### src/rtl/capture_readout_pkg.sv
// rtl/capture_readout_pkg.sv - shared sizes and state encoding for the sample-memory readout
package capture_readout_pkg;

  localparam int CR_ADDR_WIDTH  = 10;
  localparam int CR_DATA_WIDTH  = 8;
  localparam int CR_MEMORY_SIZE = 1024;

  typedef enum logic [2:0] {
    ST_IDLE    = 3'd0,
    ST_READ    = 3'd1,
    ST_CAPTURE = 3'd2,
    ST_SEND    = 3'd3,
    ST_DONE    = 3'd4
  } cr_state_e;

endpackage

### src/rtl/capture_readout.sv
// rtl/capture_readout.sv - walks the circular sample buffer and streams each word to the host
module capture_readout
  import capture_readout_pkg::*;
#(
  parameter int ADDR_WIDTH  = CR_ADDR_WIDTH,
  parameter int DATA_WIDTH  = CR_DATA_WIDTH,
  parameter int MEMORY_SIZE = CR_MEMORY_SIZE
) (
  input  logic                  clk,
  input  logic                  reset,
  input  logic                  start,
  input  logic [ADDR_WIDTH-1:0] start_addr,
  input  logic [ADDR_WIDTH:0]   num_samples,
  input  logic                  abort,
  output logic [ADDR_WIDTH-1:0] raddr,
  input  logic [DATA_WIDTH-1:0] data_read,
  output logic [DATA_WIDTH-1:0] out_data,
  output logic                  out_valid,
  input  logic                  out_ready,
  output logic                  busy,
  output logic                  done
);

  localparam logic [ADDR_WIDTH:0]   MEM_WORDS = (ADDR_WIDTH+1)'(MEMORY_SIZE);
  localparam logic [ADDR_WIDTH:0]   ONE_LEFT  = (ADDR_WIDTH+1)'(1);
  localparam logic [ADDR_WIDTH-1:0] LAST_ADDR = ADDR_WIDTH'(MEMORY_SIZE - 1);
  localparam logic [ADDR_WIDTH-1:0] ADDR_ONE  = ADDR_WIDTH'(1);

  cr_state_e             state;
  logic [ADDR_WIDTH-1:0] ptr;
  logic [ADDR_WIDTH:0]   remaining;
  logic [ADDR_WIDTH:0]   req_count;
  logic [ADDR_WIDTH-1:0] ptr_next;

  assign req_count = (num_samples > MEM_WORDS) ? MEM_WORDS : num_samples;
  // explicit wrap so non-power-of-two memories stay inside the buffer
  assign ptr_next  = (ptr == LAST_ADDR) ? '0 : ptr + ADDR_ONE;
  assign raddr     = ptr;
  assign busy      = (state != ST_IDLE);

  always_ff @(posedge clk or negedge reset) begin
    if (!reset) begin
      state     <= ST_IDLE;
      ptr       <= '0;
      remaining <= '0;
      out_data  <= '0;
      out_valid <= 1'b0;
      done      <= 1'b0;
    end else begin
      done <= 1'b0;
      if (abort && state != ST_IDLE) begin
        // abort beats the valid/ready hold and any pending done
        state     <= ST_IDLE;
        out_valid <= 1'b0;
      end else begin
        unique case (state)
          ST_IDLE: begin
            if (start && !abort) begin
              ptr       <= start_addr;
              remaining <= req_count;
              if (req_count == '0) begin
                state <= ST_DONE;
                done  <= 1'b1;
              end else begin
                state <= ST_READ;
              end
            end
          end
          ST_READ: state <= ST_CAPTURE;
          ST_CAPTURE: begin
            // data_read keeps re-registering, so the word must be held here
            out_data  <= data_read;
            out_valid <= 1'b1;
            state     <= ST_SEND;
          end
          ST_SEND: begin
            if (out_ready) begin
              out_valid <= 1'b0;
              remaining <= remaining - ONE_LEFT;
              ptr       <= ptr_next;
              if (remaining == ONE_LEFT) begin
                state <= ST_DONE;
                done  <= 1'b1;
              end else begin
                state <= ST_READ;
              end
            end
          end
          ST_DONE: state <= ST_IDLE;
          default: begin
            state     <= ST_IDLE;
            out_valid <= 1'b0;
          end
        endcase
      end
    end
  end

endmodule

### config.mk
export PLATFORM = sky130hd
export DESIGN_NAME = capture_readout
export DESIGN_NICKNAME = d
export VERILOG_FILES = /design/src/rtl/capture_readout_pkg.sv /design/src/rtl/capture_readout.sv
export SDC_FILE = /design/constraint.sdc
export NUM_CORES = 1
export LEC_CHECK = 0
export CAP_MARGIN = 20
export CORE_MARGIN = 4
export CORE_UTILIZATION = 43
export DETAILED_ROUTE_END_ITERATION = 8
export GPL_TIMING_DRIVEN = 0
export HOLD_SLACK_MARGIN = 0.05
export PLACE_DENSITY = 0.88
export SLEW_MARGIN = 20
export SYNTH_ARGS = -nofsm -noshare
export SYNTH_HDL_FRONTEND = slang
export SYNTH_SLANG_ARGS = --single-unit
### constraint.sdc
create_clock -name clk -period 1.6 [get_ports clk]
set_input_delay 0.24 -clock clk [delete_from_list [all_inputs] [get_ports clk]]
set_output_delay 0.24 -clock clk [all_outputs]
set_load 0.1 [all_outputs]
==> flow_metrics.env, run 1 <==
export IMPL_status="finished, violations left"
export IMPL_violations="negative setup slack"
export IMPL_fin_tns_setup_ps=-264
export IMPL_r2r_cells=6
export IMPL_area_growth_pct=65.3
export IMPL_cts_sinks=34
export IMPL_grt_overflow=0
export IMPL_cts_root_buf="clkbuf_8"
export IMPL_yosysTopAreaCellShare_pct=42.7
export IMPL_fmax_mhz=609
export IMPL_p_per_area_nw_per_um2=1840
export IMPL_drive_above_1_share_pct=40.5
export IMPL_regArea_sq_um=881
export IMPL_fp_row_count=24
export IMPL_min_path_type="input port to flop"
export IMPL_synth_edf_count=0
export IMPL_antenna_found_initial=0
export IMPL_drtIter0Drc=334
export IMPL_drc=0
export IMPL_worstPathMaxFanout=10
export IMPL_endpoint_kind="flop"
export IMPL_cts_tree="built"
export IMPL_ys_ff_latch=34
export IMPL_worst_clock_skew_ps=16.4
export IMPL_slew_viol_final=0
export IMPL_ys_top_cells_by_area="dfrtp_1 43%, a21oi_1 5.0%, mux2_2 4.5%, o21ai_0 3.8%, nor2_1 3.2%"
export IMPL_antenna_cells=0
export IMPL_cts_buffer_depth=2
export IMPL_synth_avg_cell_area_sq_um=9.23
export IMPL_synth_mux_area_share_pct=4.52
export IMPL_critPathSlowestCell="dfrtp_2"
export IMPL_arrival_ps=1840
export IMPL_fin_nets=337
export IMPL_wl_per_cell_um=21.0
export IMPL_grt_max_degree=23
export IMPL_finalWirelength_um=7410
export IMPL_fillCellCount=254
export IMPL_syn_area_sq_um=1990
export IMPL_finalSetupViolCount=11
export IMPL_clk_pin_slew_ps=80
export IMPL_final_antenna_net_count=0
export IMPL_max_slew_margin_pct=62.2
export IMPL_synth_cells=216
export IMPL_grt_pass1_wl_um=10400
export IMPL_fp_dieW_um=76.1
export IMPL_synth_top_family_by_area="compound AO/OA/AOI/OAI gates"
export IMPL_worst_path_largest_cell_delay_ps=440
export IMPL_vdd_drop_max_mv=1.16
export IMPL_crit_chain="buf_6 > nor2_4 > o21a_2 > clkbuf_8 > o21ai_0 > a21oi_1"
export IMPL_cts_buffers=5
export IMPL_finalPower_w=0.00608
export IMPL_port_buffer_count=54
export IMPL_syn_nets=253
export IMPL_synth_warnings=0
export IMPL_yosysMostFrequentCell="dfrtp_1"
export IMPL_leakage_nw=1.33
export IMPL_criticalPathCategory="flop to flop"
export IMPL_synth_largest_area_cell="dfrtp_1"
export IMPL_period_share_pct=103
export IMPL_via_per_inst=6.57
export IMPL_grt_setup_unrepaired="yes"
export IMPL_coreArea_sq_um=4410
export IMPL_clock_latency_ps=300
export IMPL_synthTopCellsByCount="34 x dfrtp_1, 20 x a21oi_1, 17 x nor2_1"
export IMPL_ys_async_sr_fraction_pct=100
export IMPL_crit_cells=6
export IMPL_synth_top_flop_cell="dfrtp_1"
export IMPL_layout_min_cycle_time_ps=1640
export IMPL_multiInputGateArea_sq_um=1320
export IMPL_dr_pass1_iters=5
export IMPL_whs_path_depth=2
export IMPL_yosys_area_share_simple_pct=22.2
export IMPL_cp_required_ps=1790
export IMPL_crit_buf_inv=2
export IMPL_synth_compound_area_share_pct=24.5
export IMPL_dieHeight_um=76.1
export IMPL_synth_xor_area_share_pct=0
export IMPL_grtUsageTotal_pct=21.7
export IMPL_htree_levels=2
export IMPL_yosysSeqAreaShare_pct=42.7
export IMPL_start_kind="flop"
export IMPL_critPathTopFamily="compound AO/OA/AOI/OAI gates"
export IMPL_grt_pass1_vias=2138
export IMPL_synth_fa_ha_area_share_pct=1.88
export IMPL_io_pins=55
export IMPL_dp_hpwl_um=4090
export IMPL_die_area_sq_um=5790
export IMPL_worst_slew_pin_slew_ps=569
export IMPL_hold_violations=0
export IMPL_finalWorstSetupSlack_ps=-43.0
export IMPL_synth_distinct_cells=54
export IMPL_place_congestion=0.835
export IMPL_initial_core_util_pct=45.2
export IMPL_vias=2318
export IMPL_max_cap_violations=0
state kept, by name, indices dropped and copies added, names as in the netlist:
| signal | count |
|---|---|
| remaining | 11 |
| done | 1 |
| raddr | 10 |
| out_data | 8 |
| out_valid | 1 |
| state | 3 |
layer usage:
metal,share of wire [%],GRT usage [%],up-vias
met2,51,36.3,180
li1,-,-,989
met3,8.5,4.73,36
met5,0,0,-
met4,3.2,7.52,0
met1,37,27.4,1113
cell type report:
cell class | instances | share of cell area (%)
inverter | 8 | 0.911
tap | 52 | 1.97
buffer | 11 | 3.34
clock inverter | 1 | 0.152
clock buffer | 7 | 2.62
multi-input combinational | 164 | 40.1
sequential | 34 | 26.7
timing repair buffer | 76 | 24.2
power by group:
group / switching [W] / internal [W]
Clock: 0.000336 / 0.000348
Combinational: 0.00260 / 0.00110
Sequential: 0.000455 / 0.00124
Total: 0.00339 / 0.00269
final timing paths:
kind                                                 end                     from  slack (ps)
min in group asynchronous        out_data[6]$_DFFE_PN0P_                    reset         390
worst max-delay path            remaining[2]$_DFFE_PN0P_     state[2]$_DFFE_PN0P_         -40
worst min register to register   out_data[5]$_DFFE_PN0P_  out_data[5]$_DFFE_PN0P_         510
worst min-delay path            remaining[4]$_DFFE_PN0P_           num_samples[4]         290
worst max register to register  remaining[2]$_DFFE_PN0P_     state[2]$_DFFE_PN0P_         -40
max in group asynchronous           raddr[3]$_DFFE_PN0P_                    reset         740
layout by cell type (no fill, tap or decap), types with 5 or more instances in the layout:
cell,count
dfrtp_2,6
o21ai_0,10
a21oi_1,16
dfrtp_4,6
buf_4,13
nor2_1,15
clkdlybuf4s50_1,27
nand2_1,14
dfrtp_1,22
clkbuf_8,7
buf_6,13
inv_1,6
nor3_1,7
nand3_1,8
o21ai_1,5
mux2_2,8
clkdlybuf4s15_2,20
repair_timing:
| item | CTS | global route |
|---|---|---|
| hold buffers | 1 | 0 |
| resized for setup | 97 | 54 |
| gates cloned | 0 | 1 |
| pin swaps | 4 | 9 |
| setup buffers | 13 | 8 |
| hold endpoints to repair | 12 | 0 |
| setup endpoints to repair | 53 | 33 |
cell families (layout without fill, tap and decap cells):
kind of cell             count (synthesis)  after routing
adder cells (fa/ha/maj)                  3              3
buffers and inverters                   19            103
AO/OA/AOI/OAI                           73             74
flip-flops                              34             34
multiplexers                             8              8
AND/OR/NAND/NOR                         79             79
metrics by stage:
stage / instance area, sq um / worst slack, ps / utilization [%] / cells / hold WS, ps
final: 3300 / -43.0 / 74.7 / 353 / 285
after global routing: 3300 / -153 / 74.7 / 353 / 295
after CTS: 3040 / -55.4 / 68.8 / 345 / 399
after detailed placement: 2710 / -676 / 61.4 / 323 / 173
after global placement: 2690 / -697 / 60.9 / 322 / 489
after floorplan: 2080 / -109 / - / 216 / -55.6
Note: power is estimated with default switching activity, not from simulation.
==> inputs of run 2 (changes only) <==
--- a/config.mk
+++ b/config.mk
@@ -7,12 +7,11 @@
 export LEC_CHECK = 0
 export CAP_MARGIN = 20
 export CORE_MARGIN = 4
-export CORE_UTILIZATION = 43
+export CORE_UTILIZATION = 52
 export DETAILED_ROUTE_END_ITERATION = 8
 export GPL_TIMING_DRIVEN = 0
 export HOLD_SLACK_MARGIN = 0.05
-export PLACE_DENSITY = 0.88
-export SLEW_MARGIN = 20
+export PLACE_DENSITY = 0.95
 export SYNTH_ARGS = -nofsm -noshare
 export SYNTH_HDL_FRONTEND = slang
 export SYNTH_SLANG_ARGS = --single-unit
==> constraint.sdc (replaced) <==
create_clock -name clk -period 1.9 [get_ports clk]
set_input_delay 0.285 -clock clk [delete_from_list [all_inputs] [get_ports clk]]
set_output_delay 0.285 -clock clk [all_outputs]
set_load 0.1 [all_outputs]
==> run 2 against run 1 <==
  * The run now ends clean
  * Cell count is 7.6% lower
  * Hold slack worse by 210 ps
  * Routed wire length decreased by 24%
  * Cell area down 18%
  * Global-route usage is 2.8 points higher
  * Die area decreased by 16%
  * Non-clock buffer count is 22 lower
  * Via count fell by 12%
==> flow_metrics.env, run 2 (synthesis gave the netlist of run 1 again) <==
export IMPL_status="complete, no violations"
export IMPL_worstPathMaxFanout=4
export IMPL_port_buffer_count=54
export IMPL_cts_tree="built"
export IMPL_grt_overflow=0
export IMPL_holdBufCountCts=0
export IMPL_fin_tns_setup_ps=0
export IMPL_antenna_found_initial=0
export IMPL_coreArea_sq_um=3690
export IMPL_mostFrequentLayoutCells="32 x clkdlybuf4s50_1, 26 x dfrtp_1, 20 x a21oi_1"
export IMPL_grt_max_degree=35
export IMPL_drive_above_1_share_pct=17.6
export IMPL_grt_setup_unrepaired="yes"
export IMPL_cts_buffers=5
export IMPL_largest_register_ffs=11
export IMPL_finalSetupViolCount=0
export IMPL_final_antenna_net_count=0
export IMPL_initial_core_util_pct=54.0
export IMPL_worst_slew_pin_slew_ps=1020
export IMPL_rr_startpoint="state[1]$_DFFE_PN0P_"
export IMPL_htree_levels=2
export IMPL_place_congestion=0.872
export IMPL_io_pins=55
export IMPL_period_share_pct=98.1
export IMPL_r2r_cells=6
export IMPL_pre_cts_ws_ps=-374
export IMPL_top_register="remaining"
export IMPL_drc=0
export IMPL_crit_chain="dlygate4sd2_1"
export IMPL_crit_buf_inv=1
export IMPL_worst_path_largest_cell_delay_ps=870
export IMPL_die_area_sq_um=4890
export IMPL_critPathTopFamily="buffers and inverters"
export IMPL_fp_row_count=22
export IMPL_via_per_inst=6.28
export IMPL_wl_per_cell_um=17.3
export IMPL_fmax_mhz=536
export IMPL_cts_root_buf="clkbuf_8"
export IMPL_finalWorstSetupSlack_ps=36.0
export IMPL_dp_hpwl_um=4070
export IMPL_grt_pass1_wl_um=9650
export IMPL_fin_nets=314
export IMPL_clk_pin_slew_ps=70
export IMPL_cp_required_ps=1620
export IMPL_wl_met3_um=463
export IMPL_rr_endpoint="remaining[2]$_DFFE_PN0P_"
export IMPL_dieHeight_um=69.9
export IMPL_max_slew_margin_pct=32.4
export IMPL_criticalPathCategory="flop to primary output"
export IMPL_cts_buffer_depth=2
export IMPL_r2r_slack_ps=110
export IMPL_leakage_nw=1.13
export IMPL_wirelength_met1_um=2200
export IMPL_finalWirelength_um=5640
export IMPL_vdd_drop_max_mv=1.24
export IMPL_grt_pass1_vias=1921
export IMPL_wl_met2_um=2840
export IMPL_arrival_ps=1580
export IMPL_endpoint_kind="primary output"
export IMPL_critPathSlowestCell="dlygate4sd2_1"
export IMPL_area_growth_pct=36.0
export IMPL_layout_min_cycle_time_ps=1860
export IMPL_drtIter0Drc=226
export IMPL_dr_pass1_iters=5
export IMPL_slew_viol_final=0
export IMPL_start_kind="flop"
export IMPL_final_common_cell="clkdlybuf4s50_1"
export IMPL_antenna_cells=0
export IMPL_clock_latency_ps=290
export IMPL_max_cap_violations=0
export IMPL_vias=2047
export IMPL_grtUsageTotal_pct=24.5
export IMPL_p_per_area_nw_per_um2=1660
export IMPL_cts_sinks=34
export IMPL_highest_layer="met4"
export IMPL_worst_clock_skew_ps=4.39
export IMPL_fp_dieW_um=69.9
export IMPL_min_path_type="input port to asynchronous set/reset pin"
export IMPL_hold_violations=0
run 2: layout make-up:
| type | count | area (sq um) |
|---|---|---|
| multi-input combinational | 163 | 1100 |
| fill | 279 | 977 |
| sequential | 34 | 866 |
| timing repair buffer | 54 | 507 |
| clock buffer | 7 | 86.3 |
| tap | 48 | 60.1 |
| buffer | 11 | 58.8 |
| inverter | 8 | 30.0 |
| clock inverter | 1 | 5.00 |
run 2: repair_timing:
action                     in CTS  in global routing
setup buffers                   0                  0
setup endpoints to repair      30                 22
gates resized for setup        25                 18
run 2: stage by stage:
| step | cells | power, W | cell area [sq um] | util [%] | hold WS [ps] |
|---|---|---|---|---|---|
| finish | 326 | 0.00449 | 2710 | 73.5 | 71.8 |
| global route | 326 | 0.00472 | 2710 | 73.5 | 106 |
| CTS | 326 | 0.00446 | 2680 | 72.6 | 88.4 |
| detailed placement | 318 | 0.00403 | 2600 | 70.6 | 404 |
| global placement | 318 | 0.00396 | 2610 | 70.7 | 490 |
| floorplan | 216 | 0.00332 | 2010 | - | -10.6 |
run 2: where the power goes:
part / leakage, nW / switching (W) / internal (W) / total (W)
Combinational: 0.674 / 0.00199 / 0.000603 / 0.00260
Clock: 0.0482 / 0.000269 / 0.000292 / 0.000561
Sequential: 0.404 / 0.000304 / 0.00103 / 0.00133
run 2: layer usage:
layer	vias up	GRT usage [%]
met5	-	0
met4	0	8.30
met3	17	5.18
met2	110	39.3
met1	985	32.7
li1	935	-
run 2: how the worst max path moves through the flow:
stage / cells past startpoint / end / start / slack, ps
detailed placement: 6 / raddr[8]$_DFFE_PN0P_ / out_ready / -370
CTS: 3 / busy / state[0]$_DFFE_PN0P_ / -230
global route: 7 / raddr[6]$_DFFE_PN0P_ / state[1]$_DFFE_PN0P_ / -50
floorplan: 5 / raddr[1]$_DFFE_PN0P_ / raddr[1]$_DFFE_PN0P_ / 40
finish: 1 / raddr[9] / raddr[9]$_DFFE_PN0P_ / 40
global placement: 1 / raddr[0]$_DFFE_PN0P_ / reset / -410
